$ cat config.mk
export PLATFORM = sky130hd
export DESIGN_NAME = wb_classic_arbiter_flat
export DESIGN_NICKNAME = d
export VERILOG_FILES = /design/src/rtl/wb_classic_arbiter_if.sv /design/src/rtl/wb_classic_arbiter.sv /design/src/flat_wrapper.sv
export SDC_FILE = /design/constraint.sdc
export NUM_CORES = 1
export LEC_CHECK = 0
export CORE_AREA = 2 2 60 84
export CTS_CLUSTER_SIZE = 16
export DETAILED_ROUTE_END_ITERATION = 8
export DIE_AREA = 0 0 62 86
export PLACE_DENSITY = 0.8
export RECOVER_POWER = 25
export SLEW_MARGIN = 20
export SYNTH_ARGS = -nofsm -noshare
export SYNTH_HDL_FRONTEND = slang
export SYNTH_SLANG_ARGS = --single-unit
$ cat constraint.sdc
create_clock -name clk_i -period 2.08 [get_ports clk_i]
set_input_delay 0.52 -clock clk_i [delete_from_list [all_inputs] [get_ports clk_i]]
set_output_delay 0.52 -clock clk_i [all_outputs]
set_load 0.01 [all_outputs]
$ cat src/rtl/wb_classic_arbiter_if.sv
// Flattened controller-side and device-side Wishbone classic signals seen by the arbiter.
// Slave modport is the arbiter's view; master is the environment's (controllers plus device).
interface wb_classic_arbiter_if #(
  parameter int N_CTRL    = 4,
  parameter int DAT_WIDTH = 8
);
  logic [N_CTRL-1:0]           c_cyc_i;
  logic [N_CTRL-1:0]           c_stb_i;
  logic [N_CTRL-1:0]           c_we_i;
  logic [N_CTRL*DAT_WIDTH-1:0] c_dat_i;
  logic [N_CTRL-1:0]           c_ack_o;
  logic [N_CTRL-1:0]           c_err_o;
  logic [N_CTRL-1:0]           c_rty_o;
  logic [DAT_WIDTH-1:0]        c_dat_o;
  logic                        d_cyc_o;
  logic                        d_stb_o;
  logic                        d_we_o;
  logic [DAT_WIDTH-1:0]        d_dat_o;
  logic                        d_ack_i;
  logic                        d_err_i;
  logic                        d_rty_i;
  logic [DAT_WIDTH-1:0]        d_dat_i;
  logic [N_CTRL-1:0]           grant_o;
  logic                        timeout_o;

  modport slave (
    input  c_cyc_i, c_stb_i, c_we_i, c_dat_i, d_ack_i, d_err_i, d_rty_i, d_dat_i,
    output c_ack_o, c_err_o, c_rty_o, c_dat_o, d_cyc_o, d_stb_o, d_we_o, d_dat_o,
           grant_o, timeout_o
  );

  modport master (
    output c_cyc_i, c_stb_i, c_we_i, c_dat_i, d_ack_i, d_err_i, d_rty_i, d_dat_i,
    input  c_ack_o, c_err_o, c_rty_o, c_dat_o, d_cyc_o, d_stb_o, d_we_o, d_dat_o,
           grant_o, timeout_o
  );
endinterface

$ cat src/rtl/wb_classic_arbiter.sv
// Round-robin arbiter sharing one Wishbone classic device among N_CTRL controllers,
// with a watchdog that aborts unanswered requests with err after TIMEOUT cycles.
module wb_classic_arbiter #(
  parameter int N_CTRL    = 4,
  parameter int DAT_WIDTH = 8,
  parameter int TIMEOUT   = 16
) (
  input logic             clk_i,
  input logic             rst_ni,
  wb_classic_arbiter_if.slave bus
);
  localparam int IW = $clog2(N_CTRL);
  localparam int TW = (TIMEOUT > 0) ? $clog2(TIMEOUT + 1) : 1;
  localparam bit WD_EN = (TIMEOUT > 0);
  localparam logic [TW-1:0] TMAX = TW'(TIMEOUT);

  localparam logic [1:0] IDLE  = 2'd0;
  localparam logic [1:0] OWNED = 2'd1;
  localparam logic [1:0] ABORT = 2'd2;

  logic [1:0]        state_q;
  logic [N_CTRL-1:0] grant_q;
  logic [IW-1:0]     own_q;
  logic [IW-1:0]     last_q;
  logic [TW-1:0]     timer_q;

  logic [IW-1:0]     pick;
  logic [IW-1:0]     scan;
  logic              pick_vld;

  logic                 own_cyc;
  logic                 own_stb;
  logic                 own_we;
  logic [DAT_WIDTH-1:0] own_dat;
  logic                 owned;
  logic                 pending;
  logic                 abort;

  logic [N_CTRL-1:0]    ack_v;
  logic [N_CTRL-1:0]    err_v;
  logic [N_CTRL-1:0]    rty_v;
  logic                 d_cyc_v;
  logic                 d_stb_v;
  logic                 d_we_v;
  logic [DAT_WIDTH-1:0] d_dat_v;

  // Scan starts just past the previous owner so every requester is eventually served.
  always_comb begin
    pick     = '0;
    pick_vld = 1'b0;
    scan     = '0;
    for (int i = 1; i <= N_CTRL; i++) begin
      scan = IW'((int'(last_q) + i) % N_CTRL);
      if (!pick_vld && bus.c_cyc_i[scan]) begin
        pick_vld = 1'b1;
        pick     = scan;
      end
    end
  end

  assign own_cyc = bus.c_cyc_i[own_q];
  assign own_stb = bus.c_stb_i[own_q];
  assign own_we  = bus.c_we_i[own_q];
  assign own_dat = bus.c_dat_i[int'(own_q)*DAT_WIDTH +: DAT_WIDTH];

  assign owned   = (state_q == OWNED);
  assign pending = owned && own_cyc && own_stb && !(bus.d_ack_i || bus.d_err_i || bus.d_rty_i);
  // Abort overrides any device response landing in the same cycle.
  assign abort   = WD_EN && owned && own_cyc && (timer_q == TMAX);

  always_comb begin
    ack_v   = '0;
    err_v   = '0;
    rty_v   = '0;
    d_cyc_v = 1'b0;
    d_stb_v = 1'b0;
    d_we_v  = 1'b0;
    d_dat_v = '0;
    if (owned && !abort) begin
      d_cyc_v       = own_cyc;
      d_stb_v       = own_stb;
      d_we_v        = own_we;
      d_dat_v       = own_dat;
      ack_v[own_q]  = bus.d_ack_i;
      err_v[own_q]  = bus.d_err_i;
      rty_v[own_q]  = bus.d_rty_i;
    end
    if (abort) begin
      err_v[own_q] = 1'b1;
    end
  end

  assign bus.c_ack_o   = ack_v;
  assign bus.c_err_o   = err_v;
  assign bus.c_rty_o   = rty_v;
  assign bus.c_dat_o   = bus.d_dat_i;
  assign bus.d_cyc_o   = d_cyc_v;
  assign bus.d_stb_o   = d_stb_v;
  assign bus.d_we_o    = d_we_v;
  assign bus.d_dat_o   = d_dat_v;
  assign bus.grant_o   = grant_q;
  assign bus.timeout_o = abort;

  always_ff @(posedge clk_i or negedge rst_ni) begin
    if (!rst_ni) begin
      state_q <= IDLE;
      grant_q <= '0;
      own_q   <= '0;
      last_q  <= IW'(N_CTRL - 1);
      timer_q <= '0;
    end else begin
      case (state_q)
        IDLE: begin
          timer_q <= '0;
          if (pick_vld) begin
            state_q <= OWNED;
            grant_q <= {{(N_CTRL-1){1'b0}}, 1'b1} << pick;
            own_q   <= pick;
          end
        end
        OWNED: begin
          if (!own_cyc) begin
            state_q <= IDLE;
            grant_q <= '0;
            last_q  <= own_q;
            timer_q <= '0;
          end else if (abort) begin
            state_q <= ABORT;
          end else if (WD_EN && pending) begin
            // Saturate so the counter can never wrap back to zero.
            timer_q <= (timer_q == TMAX) ? timer_q : timer_q + TW'(1);
          end else begin
            timer_q <= '0;
          end
        end
        ABORT: begin
          if (!own_cyc) begin
            state_q <= IDLE;
            grant_q <= '0;
            last_q  <= own_q;
            timer_q <= '0;
          end
        end
        default: begin
          state_q <= IDLE;
          grant_q <= '0;
          timer_q <= '0;
        end
      endcase
    end
  end
endmodule

$ cat src/flat_wrapper.sv
// flat-port wrapper written by rule: the top's interface ports become plain ports
module wb_classic_arbiter_flat 
#(
  parameter int N_CTRL    = 4,
  parameter int DAT_WIDTH = 8,
  parameter int TIMEOUT   = 16
)
  (clk_i, rst_ni, bus_c_cyc_i, bus_c_stb_i, bus_c_we_i, bus_c_dat_i, bus_d_ack_i, bus_d_err_i, bus_d_rty_i, bus_d_dat_i, bus_c_ack_o, bus_c_err_o, bus_c_rty_o, bus_c_dat_o, bus_d_cyc_o, bus_d_stb_o, bus_d_we_o, bus_d_dat_o, bus_grant_o, bus_timeout_o);
  wb_classic_arbiter_if #(.N_CTRL(N_CTRL), .DAT_WIDTH(DAT_WIDTH)) bus_i ();
  input logic clk_i;
  input logic rst_ni;
  input wire logic [$bits(bus_i.c_cyc_i)-1:0] bus_c_cyc_i;
  input wire logic [$bits(bus_i.c_stb_i)-1:0] bus_c_stb_i;
  input wire logic [$bits(bus_i.c_we_i)-1:0] bus_c_we_i;
  input wire logic [$bits(bus_i.c_dat_i)-1:0] bus_c_dat_i;
  input wire logic [$bits(bus_i.d_ack_i)-1:0] bus_d_ack_i;
  input wire logic [$bits(bus_i.d_err_i)-1:0] bus_d_err_i;
  input wire logic [$bits(bus_i.d_rty_i)-1:0] bus_d_rty_i;
  input wire logic [$bits(bus_i.d_dat_i)-1:0] bus_d_dat_i;
  output wire logic [$bits(bus_i.c_ack_o)-1:0] bus_c_ack_o;
  output wire logic [$bits(bus_i.c_err_o)-1:0] bus_c_err_o;
  output wire logic [$bits(bus_i.c_rty_o)-1:0] bus_c_rty_o;
  output wire logic [$bits(bus_i.c_dat_o)-1:0] bus_c_dat_o;
  output wire logic [$bits(bus_i.d_cyc_o)-1:0] bus_d_cyc_o;
  output wire logic [$bits(bus_i.d_stb_o)-1:0] bus_d_stb_o;
  output wire logic [$bits(bus_i.d_we_o)-1:0] bus_d_we_o;
  output wire logic [$bits(bus_i.d_dat_o)-1:0] bus_d_dat_o;
  output wire logic [$bits(bus_i.grant_o)-1:0] bus_grant_o;
  output wire logic [$bits(bus_i.timeout_o)-1:0] bus_timeout_o;
  assign bus_i.c_cyc_i = bus_c_cyc_i;
  assign bus_i.c_stb_i = bus_c_stb_i;
  assign bus_i.c_we_i = bus_c_we_i;
  assign bus_i.c_dat_i = bus_c_dat_i;
  assign bus_i.d_ack_i = bus_d_ack_i;
  assign bus_i.d_err_i = bus_d_err_i;
  assign bus_i.d_rty_i = bus_d_rty_i;
  assign bus_i.d_dat_i = bus_d_dat_i;
  assign bus_c_ack_o = bus_i.c_ack_o;
  assign bus_c_err_o = bus_i.c_err_o;
  assign bus_c_rty_o = bus_i.c_rty_o;
  assign bus_c_dat_o = bus_i.c_dat_o;
  assign bus_d_cyc_o = bus_i.d_cyc_o;
  assign bus_d_stb_o = bus_i.d_stb_o;
  assign bus_d_we_o = bus_i.d_we_o;
  assign bus_d_dat_o = bus_i.d_dat_o;
  assign bus_grant_o = bus_i.grant_o;
  assign bus_timeout_o = bus_i.timeout_o;
  wb_classic_arbiter #(.N_CTRL(N_CTRL), .DAT_WIDTH(DAT_WIDTH), .TIMEOUT(TIMEOUT)) u_core (.clk_i(clk_i), .rst_ni(rst_ni), .bus(bus_i));
endmodule
## Yosys cells after proc, flatten, opt, wreduce, memory -nomap -nowiden

Index checks and enable logic that the tools add are counted.
Widths: inputs -> output; s select.

- Flip-flop bits (word level): 15
- Bits in latches: 0
- RAM bits: 0
- Bits in read-only memories: 0
- Logic and storage cells: 101
- Memories: 0

- Add/subtract/negate cells: 5
- Multiply operators: 0
- Divide/modulo/power cells: 0
- Order comparisons: 6
- Equality and inequality tests: 9
- Shift-type cells: 2
- Multiplexer cells: 46
- Bitwise logic cells: 5
- Reductions and logical operators: 23

Operator list:

| kind | number |
|---|---|
| $shiftx 32x6->8 | 1 |
| $mux 5 | 5 |
| $mux 4 | 6 |
| $mux 2 | 8 |
| $lt 2x3->1 const B | 5 |
| $mux 1 | 15 |
| $bmux 1 s2 | 7 |
| $and 4x4->4 | 3 |
| $pmux 5 s2 | 1 |
| $logic_and 1x1->1 | 9 |
| $mux 8 | 1 |
| $pmux 4 s2 | 1 |
| $ne 3x3->1 const B | 2 |
| $pmux 2 s3 | 1 |
| $reduce_and 2->1 | 3 |
| $reduce_and 3->1 | 2 |
| $add 5x1->5 const B | 1 |
| $eq 5x5->1 const B | 1 |
| $logic_not 1->1 | 5 |
| $add 2x1->2 const B | 2 |
| $add 2x2->2 const B | 2 |
| $ne 2x2->1 const B | 2 |
| $ne 4x4->1 const B | 1 |
| $or 4x4->4 | 1 |
| 10 further kinds | 11 |

## Longest topological paths before layout

- Word-level depth: 16
- Mapped depth: 6
- Mapped depth without buffers: 6

## Least setup slack after synthesis

OpenSTA, ideal clock, no wires.

- Path type: in2out
- From: input port bus_c_cyc_i[3]
- To: output port bus_c_ack_o[0]
- Data arrival time: 1,710 ps
- Data required time: 1,560 ps
- Slack: -150 ps
- Stages on the path: 5
- Path buffers: 1
- Cells stage by stage: buf_6 > mux4_2 > a21oi_2 > nand2_1 > nor3_1

- Cells in the longest elaborated chain, start to end: 7

Ends and longest elaborated chain:

| element | RTL line | source |
|---|---|---|
| start: declaration | flat_wrapper.sv:12 | `input wire logic [$bits(bus_i.c_cyc_i)-1:0] bus_c_cyc_i;` |
| $bmux 1 s2 | wb_classic_arbiter.sv:61 | `assign own_cyc = bus.c_cyc_i[own_q];` |
| $mux 1 (implied by the code) | wb_classic_arbiter.sv:61 |  |
| $logic_and 1x1->1 (2 in a row) | wb_classic_arbiter.sv:69 | `assign abort = WD_EN && owned && own_cyc && (timer_q == TMAX);` |
| $logic_not 1->1 | wb_classic_arbiter.sv:79 | `if (owned && !abort) begin` |
| $logic_and 1x1->1 | wb_classic_arbiter.sv:79 |  |
| $mux 4 | wb_classic_arbiter.sv:79 |  |
| end: declaration | flat_wrapper.sv:20 | `output wire logic [$bits(bus_i.c_ack_o)-1:0] bus_c_ack_o;` |

No other way between the ends. The select of a mux whose other input is x is not followed.

## Worst setup path after layout

- From: register u_core.own_q[1]
- To: output port bus_d_stb_o

- Cells in the longest elaborated chain, start to end: 7
- Elaborated cells between the ends (all ways): 9
- Those cells by class: 5 x mux; 4 x reduce/logical

Ends and longest elaborated chain:

| element | RTL line | source |
|---|---|---|
| start: declaration | wb_classic_arbiter.sv:23 | `logic [IW-1:0] own_q;` |
| start signal: assignment | wb_classic_arbiter.sv:118 | `own_q <= pick;` |
| $bmux 1 s2 | wb_classic_arbiter.sv:61 |  |
| $mux 1 (implied by the code) | wb_classic_arbiter.sv:61 |  |
| $logic_and 1x1->1 (2 in a row) | wb_classic_arbiter.sv:69 |  |
| $logic_not 1->1 | wb_classic_arbiter.sv:79 |  |
| $logic_and 1x1->1 | wb_classic_arbiter.sv:79 |  |
| $mux 1 (*) | wb_classic_arbiter.sv:79 |  |
| end: declaration | flat_wrapper.sv:25 | `output wire logic [$bits(bus_i.d_stb_o)-1:0] bus_d_stb_o;` |

Mark *: on every way between the ends. The rest lies on a longest branch, timed or not. The select of a mux whose other input is x is not followed.

==> results.cfg <==
[status]
outcome = complete, but fails checks
violations = negative setup slack

[synthesis]
synth_cells = 152
avgSynthCellArea_sq_um = 9.84
synth.yosys.warnings = 0
synth_top_area_cell = dfrtp_1
syn-num-nets = 214
yosysSeqAreaShare = 0.253
synthTopCellsByArea = dfrtp_1 22%, mux4_1 12%, mux4_2 6.0%
ys_types = 43
synth-edff-count = 0
ys.flop_type = dfrtp_1
synth_most_common_cell = nor2_1
synth_seq_cells = 15
synthTopCellsByCount = 14 x nor2_1, 13 x dfrtp_1, 12 x nand2_1
synthArstFlopShare = 1.00
syn_area_sq_mm = 0.00150
synth_top_area_share = 0.218

[worst_setup_path]
worst_setup_path_end_kind = primary output
critical_path_arrival_ns = 1.82
cp-startpoint = u_core.own_q[1]$_DFFE_PN0P_
startpoint_type = flop
required_ns = 1.56
cpLargestDelayFamily = multiplexers
critPathMaxStageDelay_ns = 0.57
rr_worst_depth = 6
crit_fanout = 5
r2r_end = u_core.timer_q[2]$_DFFE_PN0P_
crit_type = flop to primary output
r2r-start = u_core.own_q[0]$_DFFE_PN0P_
path_cells = mux4_2 -> a21oi_4 -> buf_6 -> buf_6 -> and2_4 -> buf_6
path_common_cell = buf_6
cpMaxStageDelayCell = mux4_2
reg2reg_setup_slack_ns = 0.17
critPathBufInv = 3

[floorplanning]
core_area_sq_mm = 0.00454
die_w_microns = 62
io_pins = 93
rows = 29
die_area_sq_mm = 0.00533
die_y_microns = 86
initial_core_util = 0.330

[clocking]
cts_hold_buffers = 0
htree_levels = 1
clock_path_buffers = 2
worst_skew_pair.late_latency_ns = 0.24
cts.sinks = 15
cts_tree = done
root_buffer = clkbuf_8
path_clk_slew_ns = 0.06
cts_made_buffers = 3

[finish]
final_nets = 314
fin_area_sq_mm = 0.00255
diodes = 0
drive_above_1_share = 0.398
areaGrowthSynthToFinish_pct = 70.4
final_cells = 313
num-fill-cells = 401

[job]
cap_viol_max_count = 0

[place]
port_buffers = 76
dp_slack_ns = -0.986
dp_cells = 301
dp_hpwl_mm = 3.61
place_congestion = 0.734
postPlaceCellArea_sq_mm = 0.00245

[timing]
fin_skew_ns = 0.00245
worst_slack_ns = -0.264
rsz0062_at_grt = yes
period_needed_ns = 2.34
worst_slew_margin_rel = 0.452
finalMaxSlewViolations = 0
fmax_mhz = 427
finalSetupViolCount = 24
final_hold_viol_count = 0
tightest_slew_ns = 0.822
fin_crit_sh = 1.13
hold_slack_ns = 0.505

[grt]
grt_pass1_vias = 1540
grt_pass1_wl_mm = 6.64
grtUsageTotal = 0.164
antenna_found_initial = 0
grt_max_degree = 22
grt.overflow.total = 0

[route]
post_drt_wl_per_cell_microns = 14.2
viasPerCell = 4.93
drt-initial-drc-count = 38
drtPass1Iterations = 4
drc = 0
ant_nets = 0
via_count = 1544
totalWireLength_mm = 4.43

[power_and_ir_drop]
power_density_mw_per_mm2 = 1130
ir_drop_v = 0.000511
p_leak_nw = 1.12

[worst_hold_path]
whs_path_depth = 1
worstHoldEndpoint = u_core.bus.grant_o[3]$_DFFE_PN0P_
hold_start = u_core.bus.grant_o[3]$_DFFE_PN0P_
hp-class = flop to flop
[flip-flops by register name, summed over array words and instances (netlist names)]
name                count
u_core.timer_q          5
u_core.bus.grant_o      4
u_core.last_q           2
u_core.own_q            2
u_core.state_q          2
[logic make-up after synthesis]
family | synth area share
and+or+nand+nor | 0.235
AOI/OAI and AO/OA | 0.131
buffers and inverters | 0.0971
muxes | 0.242
DFF | 0.253
adders and majority gates | 0.0418
[power by group]
| part | internal [mW] | total (mW) | switching, mW | leakage [nW] |
|---|---|---|---|---|
| clock | 0.135 | 0.229 | 0.0937 | 0.0228 |
| sequential | 0.403 | 0.489 | 0.0851 | 0.193 |
| combinational | 1.26 | 2.16 | 0.900 | 0.903 |
[cell usage in the layout, fill, tap and decap left out, types with 2 or more instances in the layout]
master	count
nand2_2	4
mux4_2	4
o221ai_1	3
buf_6	15
ha_1	4
clkdlybuf4s50_1	47
buf_2	16
dfstp_2	2
nand3_1	2
buf_4	28
clkbuf_1	2
dfrtp_1	12
nor2_1	14
nor3_2	3
nand2b_1	6
inv_1	10
mux4_1	7
mux2_2	3
nand4_1	4
o21ai_0	6
and2_4	11
nand2_1	9
a21oi_1	4
mux2i_1	2
a32o_1	4
clkbuf_8	3
[layout make-up]
| type | count | area, sq um | share of cell area |
|---|---|---|---|
| clock buffer | 4 | 45.0 | 0.0177 |
| multi-input combinational | 112 | 1030 | 0.406 |
| inverter | 10 | 37.5 | 0.0147 |
| timing repair buffer | 110 | 973 | 0.382 |
| sequential | 15 | 379 | 0.149 |
| tap | 62 | 77.6 | 0.0305 |
[worst max-delay path by stage]
stage,endpoint,slack (ns),depth (start not counted)
floorplan,bus_c_ack_o[1],-0.08,5
global placement,bus_c_ack_o[0],-0.96,6
detailed placement,bus_d_stb_o,-0.99,6
CTS,bus_d_dat_o[1],-0.27,6
global route,bus_c_rty_o[0],-0.34,6
finish,bus_d_stb_o,-0.26,6
[metrics by stage]
stage / util / power [mW] / setup TNS (ns)
6_report: 0.562 / 2.88 / -5.57
5_1_grt: 0.562 / 3.08 / -7.25
4_1_cts: 0.556 / 2.83 / -5.81
3_5_place_dp: 0.539 / 2.40 / -24.08
3_3_place_gp: 0.539 / 2.36 / -23.24
2_1_floorplan: - / 1.59 / -1.32
[metal layers]
metal  vias up  GRT usage  wire, microns
met5         -          0              0
met4         0     0.0619             77
met3         6     0.0226            400
met2        52      0.316           2460
met1       731      0.165           1490
li1        755          -              -
[what timing repair did]
action                                  4_1_cts  5_1_grt
endpoints found under the setup margin       24       24
pin swaps                                     8        0
gates cloned                                  1        0
resized for setup                           136        7
setup buffers                                 7        0
Power figures use the tool's default switching activity.
